`src/rtl/uart_transmitter.sv`:
```
// 8N1 UART transmitter with a one-byte holding register so consecutive frames
// leave the line with no idle gap. Bit timing comes from a divider on i_clk.
module uart_transmitter #(
    parameter int CLKS_PER_BIT = 104
) (
    input  logic       i_clk,
    input  logic       i_rst,
    input  logic [7:0] i_data,
    input  logic       i_valid,
    output logic       o_ready,
    output logic       o_tx,
    output logic       o_busy,
    output logic       o_done
);

    localparam int CNT_W = (CLKS_PER_BIT > 1) ? $clog2(CLKS_PER_BIT) : 1;
    localparam logic [CNT_W-1:0] CNT_MAX = CNT_W'(CLKS_PER_BIT - 1);

    typedef enum logic [1:0] {IDLE, START, DATA, STOP} state_t;

    state_t           state_reg, state_next;
    logic [CNT_W-1:0] cnt_reg, cnt_next;
    logic [2:0]       bit_idx_reg, bit_idx_next;
    logic [7:0]       shift_reg, shift_next;
    logic [7:0]       hold_reg, hold_next;
    logic             hold_full_reg, hold_full_next;
    logic             tx_reg, tx_next;
    logic             accept;
    logic             bit_end;
    logic             stop_last;

    assign accept    = i_valid && !hold_full_reg;
    assign bit_end   = (cnt_reg == CNT_MAX);
    assign stop_last = (state_reg == STOP) && bit_end;

    always_ff @(posedge i_clk) begin
        if (i_rst) begin
            state_reg     <= IDLE;
            cnt_reg       <= '0;
            bit_idx_reg   <= '0;
            shift_reg     <= '0;
            hold_reg      <= '0;
            hold_full_reg <= 1'b0;
            tx_reg        <= 1'b1;
        end else begin
            state_reg     <= state_next;
            cnt_reg       <= cnt_next;
            bit_idx_reg   <= bit_idx_next;
            shift_reg     <= shift_next;
            hold_reg      <= hold_next;
            hold_full_reg <= hold_full_next;
            tx_reg        <= tx_next;
        end
    end

    always_comb begin
        state_next     = state_reg;
        cnt_next       = cnt_reg;
        bit_idx_next   = bit_idx_reg;
        shift_next     = shift_reg;
        hold_next      = hold_reg;
        hold_full_next = hold_full_reg;

        case (state_reg)
            IDLE: begin
                cnt_next     = '0;
                bit_idx_next = '0;
                if (accept) begin
                    shift_next = i_data;
                    state_next = START;
                end
            end
            START: begin
                if (bit_end) begin
                    cnt_next     = '0;
                    bit_idx_next = '0;
                    state_next   = DATA;
                end else begin
                    cnt_next = cnt_reg + CNT_W'(1);
                end
            end
            DATA: begin
                if (bit_end) begin
                    cnt_next     = '0;
                    shift_next   = {1'b0, shift_reg[7:1]};
                    bit_idx_next = bit_idx_reg + 3'd1;
                    if (bit_idx_reg == 3'd7) begin
                        state_next = STOP;
                    end
                end else begin
                    cnt_next = cnt_reg + CNT_W'(1);
                end
            end
            STOP: begin
                if (bit_end) begin
                    cnt_next = '0;
                    // A byte offered in this very cycle bypasses the empty
                    // holding register and launches with zero gap.
                    if (hold_full_reg) begin
                        shift_next     = hold_reg;
                        hold_full_next = 1'b0;
                        state_next     = START;
                    end else if (accept) begin
                        shift_next = i_data;
                        state_next = START;
                    end else begin
                        state_next = IDLE;
                    end
                end else begin
                    cnt_next = cnt_reg + CNT_W'(1);
                end
            end
            default: state_next = IDLE;
        endcase

        if (accept && (state_reg != IDLE) && !stop_last) begin
            hold_next      = i_data;
            hold_full_next = 1'b1;
        end
    end

    // Line level is derived from the upcoming state so o_tx stays registered
    // yet moves on the same edge as the state change.
    always_comb begin
        case (state_next)
            START:   tx_next = 1'b0;
            DATA:    tx_next = shift_next[0];
            default: tx_next = 1'b1;
        endcase
    end

    assign o_ready = !hold_full_reg;
    assign o_tx    = tx_reg;
    assign o_busy  = (state_reg != IDLE);
    assign o_done  = stop_last;

endmodule

```
`config.mk`:
```
export PLATFORM = sky130hd
export DESIGN_NAME = uart_transmitter
export DESIGN_NICKNAME = d
export VERILOG_FILES = /design/src/rtl/uart_transmitter.sv
export SDC_FILE = /design/constraint.sdc
export NUM_CORES = 1
export LEC_CHECK = 0
export CAP_MARGIN = 20
export CORE_ASPECT_RATIO = 1.25
export CORE_MARGIN = 4
export CORE_UTILIZATION = 35
export DETAILED_ROUTE_END_ITERATION = 8
export PLACE_DENSITY = 0.49
export SLEW_MARGIN = 20
export SYNTH_ARGS = -nofsm -noshare
export SYNTH_HDL_FRONTEND = slang
export SYNTH_SLANG_ARGS = --single-unit
```
`constraint.sdc`:
```
create_clock -name i_clk -period 5 [get_ports i_clk]
set_input_delay 1 -clock i_clk [delete_from_list [all_inputs] [get_ports i_clk]]
set_output_delay 1 -clock i_clk [all_outputs]
set_load 0.01 [all_outputs]
```
==> flow_metrics.py <==
metrics = {
    "outcome": {
        "outcome": "finished clean",
    },
    "placement": {
        "place.gp.congestion": 0.7847,
        "io_buffers": 14,
        "dp_hpwl_mm": 2.642,
        "dp.cells": 248,
        "post_dp_cell_area_sq_um": 1685,
    },
    "floorplanning": {
        "placementRows": 26,
        "fp.dieH_um": 81.93,
        "io_pins": 15,
        "die-width_um": 67.14,
        "dieArea_sq_um": 5500,
        "start_util_pct": 36.75,
        "core_area_sq_um": 4164,
    },
    "sta": {
        "drv_slew": 0,
        "relSlewSlack_pct": 31.47,
        "finalHoldViolCount": 0,
        "max_freq_mhz": 323.3,
        "tightest_slew_ps": 1025,
        "hold_ws_ps": 453.9,
        "fin_crit_ps": 3093,
        "setup_viol": 0,
        "fin_crit_sh_pct": 61.85,
        "setup_tns_ps": 0,
        "rsz0062_at_grt": "no",
        "clock_skew_ps": 5.879,
    },
    "global_routing": {
        "grt_util_all_layers_pct": 15.51,
        "globalRouteOverflowTotal": 0,
        "grt_pass1_vias": 1288,
        "grt_max_degree": 28,
        "grt_antenna_before_repair": 0,
        "grt_pass1_wl_mm": 6.313,
    },
    "hold_path": {
        "holdPathEnd": "cnt_reg[0]$_SDFF_PP0_",
        "hold_depth": 1,
        "min_path_type": "reg -> reg",
        "hold_start": "cnt_reg[0]$_SDFF_PP0_",
    },
    "synthesis": {
        "synth_top_family_by_area": "simple AND/OR/NAND/NOR gates",
        "yosysTopAreaCellShare_pct": 39.25,
        "synthDistinctLibCells": 41,
        "synth_compound_area_share_pct": 17.83,
        "synth_mux_area_share_pct": 7.195,
        "synthArstFlopShare_pct": 0,
        "synth_common_cells": "34 x nor2_1, 30 x dfxtp_1, 24 x nand2_1",
        "yosysMostFrequentCell": "nor2_1",
        "synth_flop_cell": "dfxtp_1",
        "synth_cells": 190,
        "ys_seq_area_share_pct": 39.25,
        "syn_area_sq_um": 1530,
        "synth_simple_gate_area_share_pct": 24.37,
        "ys_ff_latch": 30,
        "synthAdderAreaFrac_pct": 3.107,
        "synth_edf_count": 0,
        "synth_area_leader_cell": "dfxtp_1",
        "synth_nets": 204,
        "yosysWarnings": 0,
        "synth_xor_area_share_pct": 3.434,
        "synthTopCellsByArea": "dfxtp_1 39%, nor2_1 8.3%, mux2i_1 7.2%, nand2_1 5.9%, a22oi_1 4.4%",
        "syn_avg_cell_area_sq_um": 8.054,
    },
    "power": {
        "pwr-share-seq_pct": 49.3,
        "p_comb_share_pct": 13.2,
        "ir_drop_mv": 0.1440,
        "power_density_nw_per_um2": 301.4,
        "clockPowerShare_pct": 37.5,
        "internal_power_mw": 0.3942,
        "p_leak_nw": 0.6745,
        "p_sw_share_pct": 26.38,
        "p_sw_mw": 0.1413,
    },
    "route": {
        "drt-wirelength-per-cell_um": 14.78,
        "drc": 0,
        "ant_nets": 0,
        "vias": 1354,
        "via_per_inst": 5.289,
        "drtPass1Iterations": 4,
        "drt_iter0_markers": 84,
        "postRouteWirelength_mm": 3.783,
    },
    "finish": {
        "fin_util_pct": 42.67,
        "instances_no_fill": 256,
        "insertedDiodeCount": 0,
        "fin_area_sq_um": 1777,
        "areaGrowthSynthToFinish_pct": 16.11,
        "drive_gt1_share_pct": 6.500,
        "nets": 213,
    },
    "cts": {
        "cts_root_buf": "clkbuf_8",
        "cts_setup_buffers": 0,
        "cts-root-to-sink-buffers": 2,
        "cts.clk_slew.worst_paths_ps": 60,
        "holdBufCountCts": 0,
        "cts_tree": "yes",
        "cts_resized": 0,
        "cts_sinks": 30,
        "htreeDepth": 2,
        "numCtsBuffers": 5,
        "worstSkewPairLatency_ps": 280,
    },
    "setup_path": {
        "timing.rr.start": "state_reg[0]$_SDFF_PP0_",
        "reg2reg_depth": 5,
        "cp_slowest_stage_delay_ps": 770,
        "worstPathCellList": "nor2_2 > inv_2 > clkdlybuf4s50_1",
        "crit_fanout": 19,
        "crit_path_start_kind": "flip-flop",
        "cp_slowest_cell": "dfxtp_1",
        "critical-path-top-delay-family": "buffers and inverters",
        "crit_path_end_kind": "output port",
        "rrSetupSlack_ps": 2930,
        "critPathKind": "reg -> out",
        "r2r-end": "shift_reg[7]$_SDFFE_PP0P_",
        "cp.arrival_ps": 2090,
        "crit_buf_inv": 2,
        "crit_required_ps": 4000,
    },
    "run": {
        "cap_violations": 0,
    },
}
==> worst max path at each step <==
stage / end / slack [ps] / from / depth (start not counted)
after floorplan: o_done / 2940 / cnt_reg[0]$_SDFF_PP0_ / 4
after global placement: hold_reg[7]$_SDFFE_PP0P_ / 2190 / i_valid / 5
after detailed placement: hold_reg[2]$_SDFFE_PP0P_ / 2120 / i_valid / 5
after CTS: o_busy / 1920 / state_reg[0]$_SDFF_PP0_ / 3
after global routing: o_busy / 1800 / state_reg[0]$_SDFF_PP0_ / 3
final: o_busy / 1910 / state_reg[0]$_SDFF_PP0_ / 3
==> power by group through the flow <==
stage	logic [mW]	clock network [mW]	registers (mW)
3_5_place_dp	0.0705	0	0.269
6_report	0.0707	0.201	0.264
3_3_place_gp	0.0697	0	0.269
5_1_grt	0.0787	0.226	0.265
4_1_cts	0.0708	0.209	0.264
2_1_floorplan	0.0510	0	0.262
==> layout by cell type, fill, tap and decap left out, drive strengths merged <==
cell type and count:
nor2 35, dfxtp 30, nand2 24, clkdlybuf4s50 14, mux2i 11, nor3 11
o21ai 10, a22oi 9, a21oi 8, clkbuf 7, inv 5, xnor2 4
a311oi 3, ha 3, nand2b 2, nand3 2, xor2 2, a31oi 2
and3 2, nor3b 1, and4 1, and2 1, or3 1, a21o 1
nor2b 1, maj3 1, a32o 1, o221ai 1, o21a 1, o311a 1
a21boi 1, a211oi 1, a211o 1, a2bb2oi 1, clkinv 1
==> cell type report <==
class	instances	area, sq um
well taps	56	70.07
inverters	5	18.77
multi-input cells	143	855.8
fillers	461	2387
repair buffers	14	140.1
clock buffers	7	86.33
flip-flops and latches	30	600.6
clock inverters	1	5.005
==> cells by family (layout without fill, tap and decap cells) <==
group / count (synthesis) / count (layout)
adders and majority gates: 4 / 4
DFF: 30 / 30
AOI/OAI and AO/OA: 41 / 41
and+or+nand+nor: 81 / 81
xor gates and xnor gates: 6 / 6
muxes: 11 / 11
buffers and inverters: 17 / 27
==> stage by stage <==
stage	worst slack, ps	total power [mW]
after detailed placement	2124	0.3395
after global routing	1796	0.5696
after floorplan	2941	0.3128
after CTS	1923	0.5441
final	1907	0.5355
after global placement	2186	0.3387
==> routing by layer <==
layer,global-route usage [%],up-vias,routed length (um)
met3,4.104,6,108
met1,17.72,644,1673
met4,6.085,0,62
met2,27.14,24,1937
li1,-,680,-
met5,0,-,0
(Power assumes the default switching activity.)
==> RTL edit, RTL diff (same flow settings) <==
Take the reset off `shift_reg` and load it in a clocked block of its own.
--- a/src/rtl/uart_transmitter.sv
+++ b/src/rtl/uart_transmitter.sv
@@ -39,5 +39,4 @@
             cnt_reg       <= '0;
             bit_idx_reg   <= '0;
-            shift_reg     <= '0;
             hold_reg      <= '0;
             hold_full_reg <= 1'b0;
@@ -47,9 +46,12 @@
             cnt_reg       <= cnt_next;
             bit_idx_reg   <= bit_idx_next;
-            shift_reg     <= shift_next;
             hold_reg      <= hold_next;
             hold_full_reg <= hold_full_next;
             tx_reg        <= tx_next;
         end
+    end
+
+    always_ff @(posedge i_clk) begin
+        shift_reg <= shift_next;
     end
 
Function: no difference found for any inputs over 10 cycles, from zero or initial values and one cycle with i_rst high; that may be too few to reach the edited logic, so the function may still have changed.
==> RTL edit against the original RTL <==
Worst hold slack better by 22 ps; wire length is 0.63% lower; utilization is 0.39 points higher; critical endpoint is now o_done; non-clock buffer count stayed put; highest routed layer unchanged; power is 22% higher; setup slack worse by 220 ps; sequential cell count stayed put; design area is 7.3% higher; critical path type unchanged; fmax is 6.5% lower; area after synthesis is 5.5% higher.
==> RTL edit: results (changes against the original RTL) <==
status=finished, final reports clean; reg2reg end=shift_reg[2]; Post-synth EDFFs=7 (+7); Post-Synth XOR/XNOR Area=0.0271 (-0.00721); register area share after synthesis=0.416 (+0.0230); reg2reg setup slack=2710 ps (-220 ps); Hold Slack=476 ps (+22.3 ps); Crit Path Max Fanout=22 (+3); P_int=505 uW (+28%); most frequent cells after synthesis=nor2_1, dfxtp_1, mux2i_1, nand2_1; main area contributors after synthesis=dfxtp_1, edfxtp_1, mux2i_1; multiplexer share of the synthesized area=0.133 (+0.0606); Final Routed Wirelength=3760 um (-0.63%); CP arrival=2310 ps (+220 ps); leakage=0.729 nW (+8.0%); Highest Clock Rate=302 MHz (-6.5%); pwr dens=342 nW/um2 (+14%); Net Count, Synth=186 (-8.8%); Syn Area/Cell=9.38 um2 (+17%); clock skew=7.80 ps (+1.92 ps); post-synthesis compound-gate area fraction=0.158 (-0.0201); largest net degree at the start of global routing=23 (-18%); worst flop-to-flop path startpoint=cnt_reg[0]; Least-Margin Pin Slew=792 ps (-233 ps); number of fill cells=449 (-2.6%); GP Congestion=0.810 (+3.2%)
[RTL edit: metrics by stage]
| step | utilization | instance area, um2 | setup slack (ps) |
|---|---|---|---|
| 2_1_floorplan | - | 1610 | 2560 |
| 3_3_place_gp | 0.401 | 1770 | 1870 |
| 3_5_place_dp | 0.401 | 1770 | 1830 |
| 4_1_cts | 0.431 | 1910 | 1690 |
| 5_1_grt | 0.431 | 1910 | 1490 |
| 6_report | 0.431 | 1910 | 1690 |
[RTL edit: routing by layer]
layer / global-route usage / share of wire / routed length, um
met1: 0.164 / 0.41 / 1540
met2: 0.255 / 0.53 / 2010
met3: 0.0364 / 0.036 / 136
met4: 0.0532 / 0.020 / 77
met5: 0 / 0 / 0
[RTL edit: worst max-delay path: stages (launching register included)]
cell             delay (ps)
dfxtp_1                 840
nand2_1                 340
nor2_1                  270
clkdlybuf4s50_1         580
[RTL edit: power groups by stage]
stage,sequential (mW),clock (mW),combinational (mW)
2_1_floorplan,0.281,0,0.0595
3_3_place_gp,0.289,0,0.0764
3_5_place_dp,0.290,0,0.0780
4_1_cts,0.284,0.300,0.0783
5_1_grt,0.287,0.309,0.0863
6_report,0.285,0.290,0.0779
[RTL edit: final cells by class]
cell class | instances | area [um2] | share of cell area
inverters | 6 | 23.8 | 0.0125
clock inverters | 3 | 63.8 | 0.0335
flip-flops and latches | 30 | 671 | 0.352
clock buffers | 5 | 68.8 | 0.0361
multi-input cells | 125 | 866 | 0.454
repair buffers | 14 | 140 | 0.0735
well taps | 58 | 72.6 | 0.0381
[RTL edit: kinds of logic (layout without fill, tap and decap cells)]
family	count (synthesis)	after routing
buf+inv	17	28
fa+ha+maj	3	3
simple gates	61	61
compound gates	35	35
mux	21	21
flops	30	30
xor+xnor	5	5
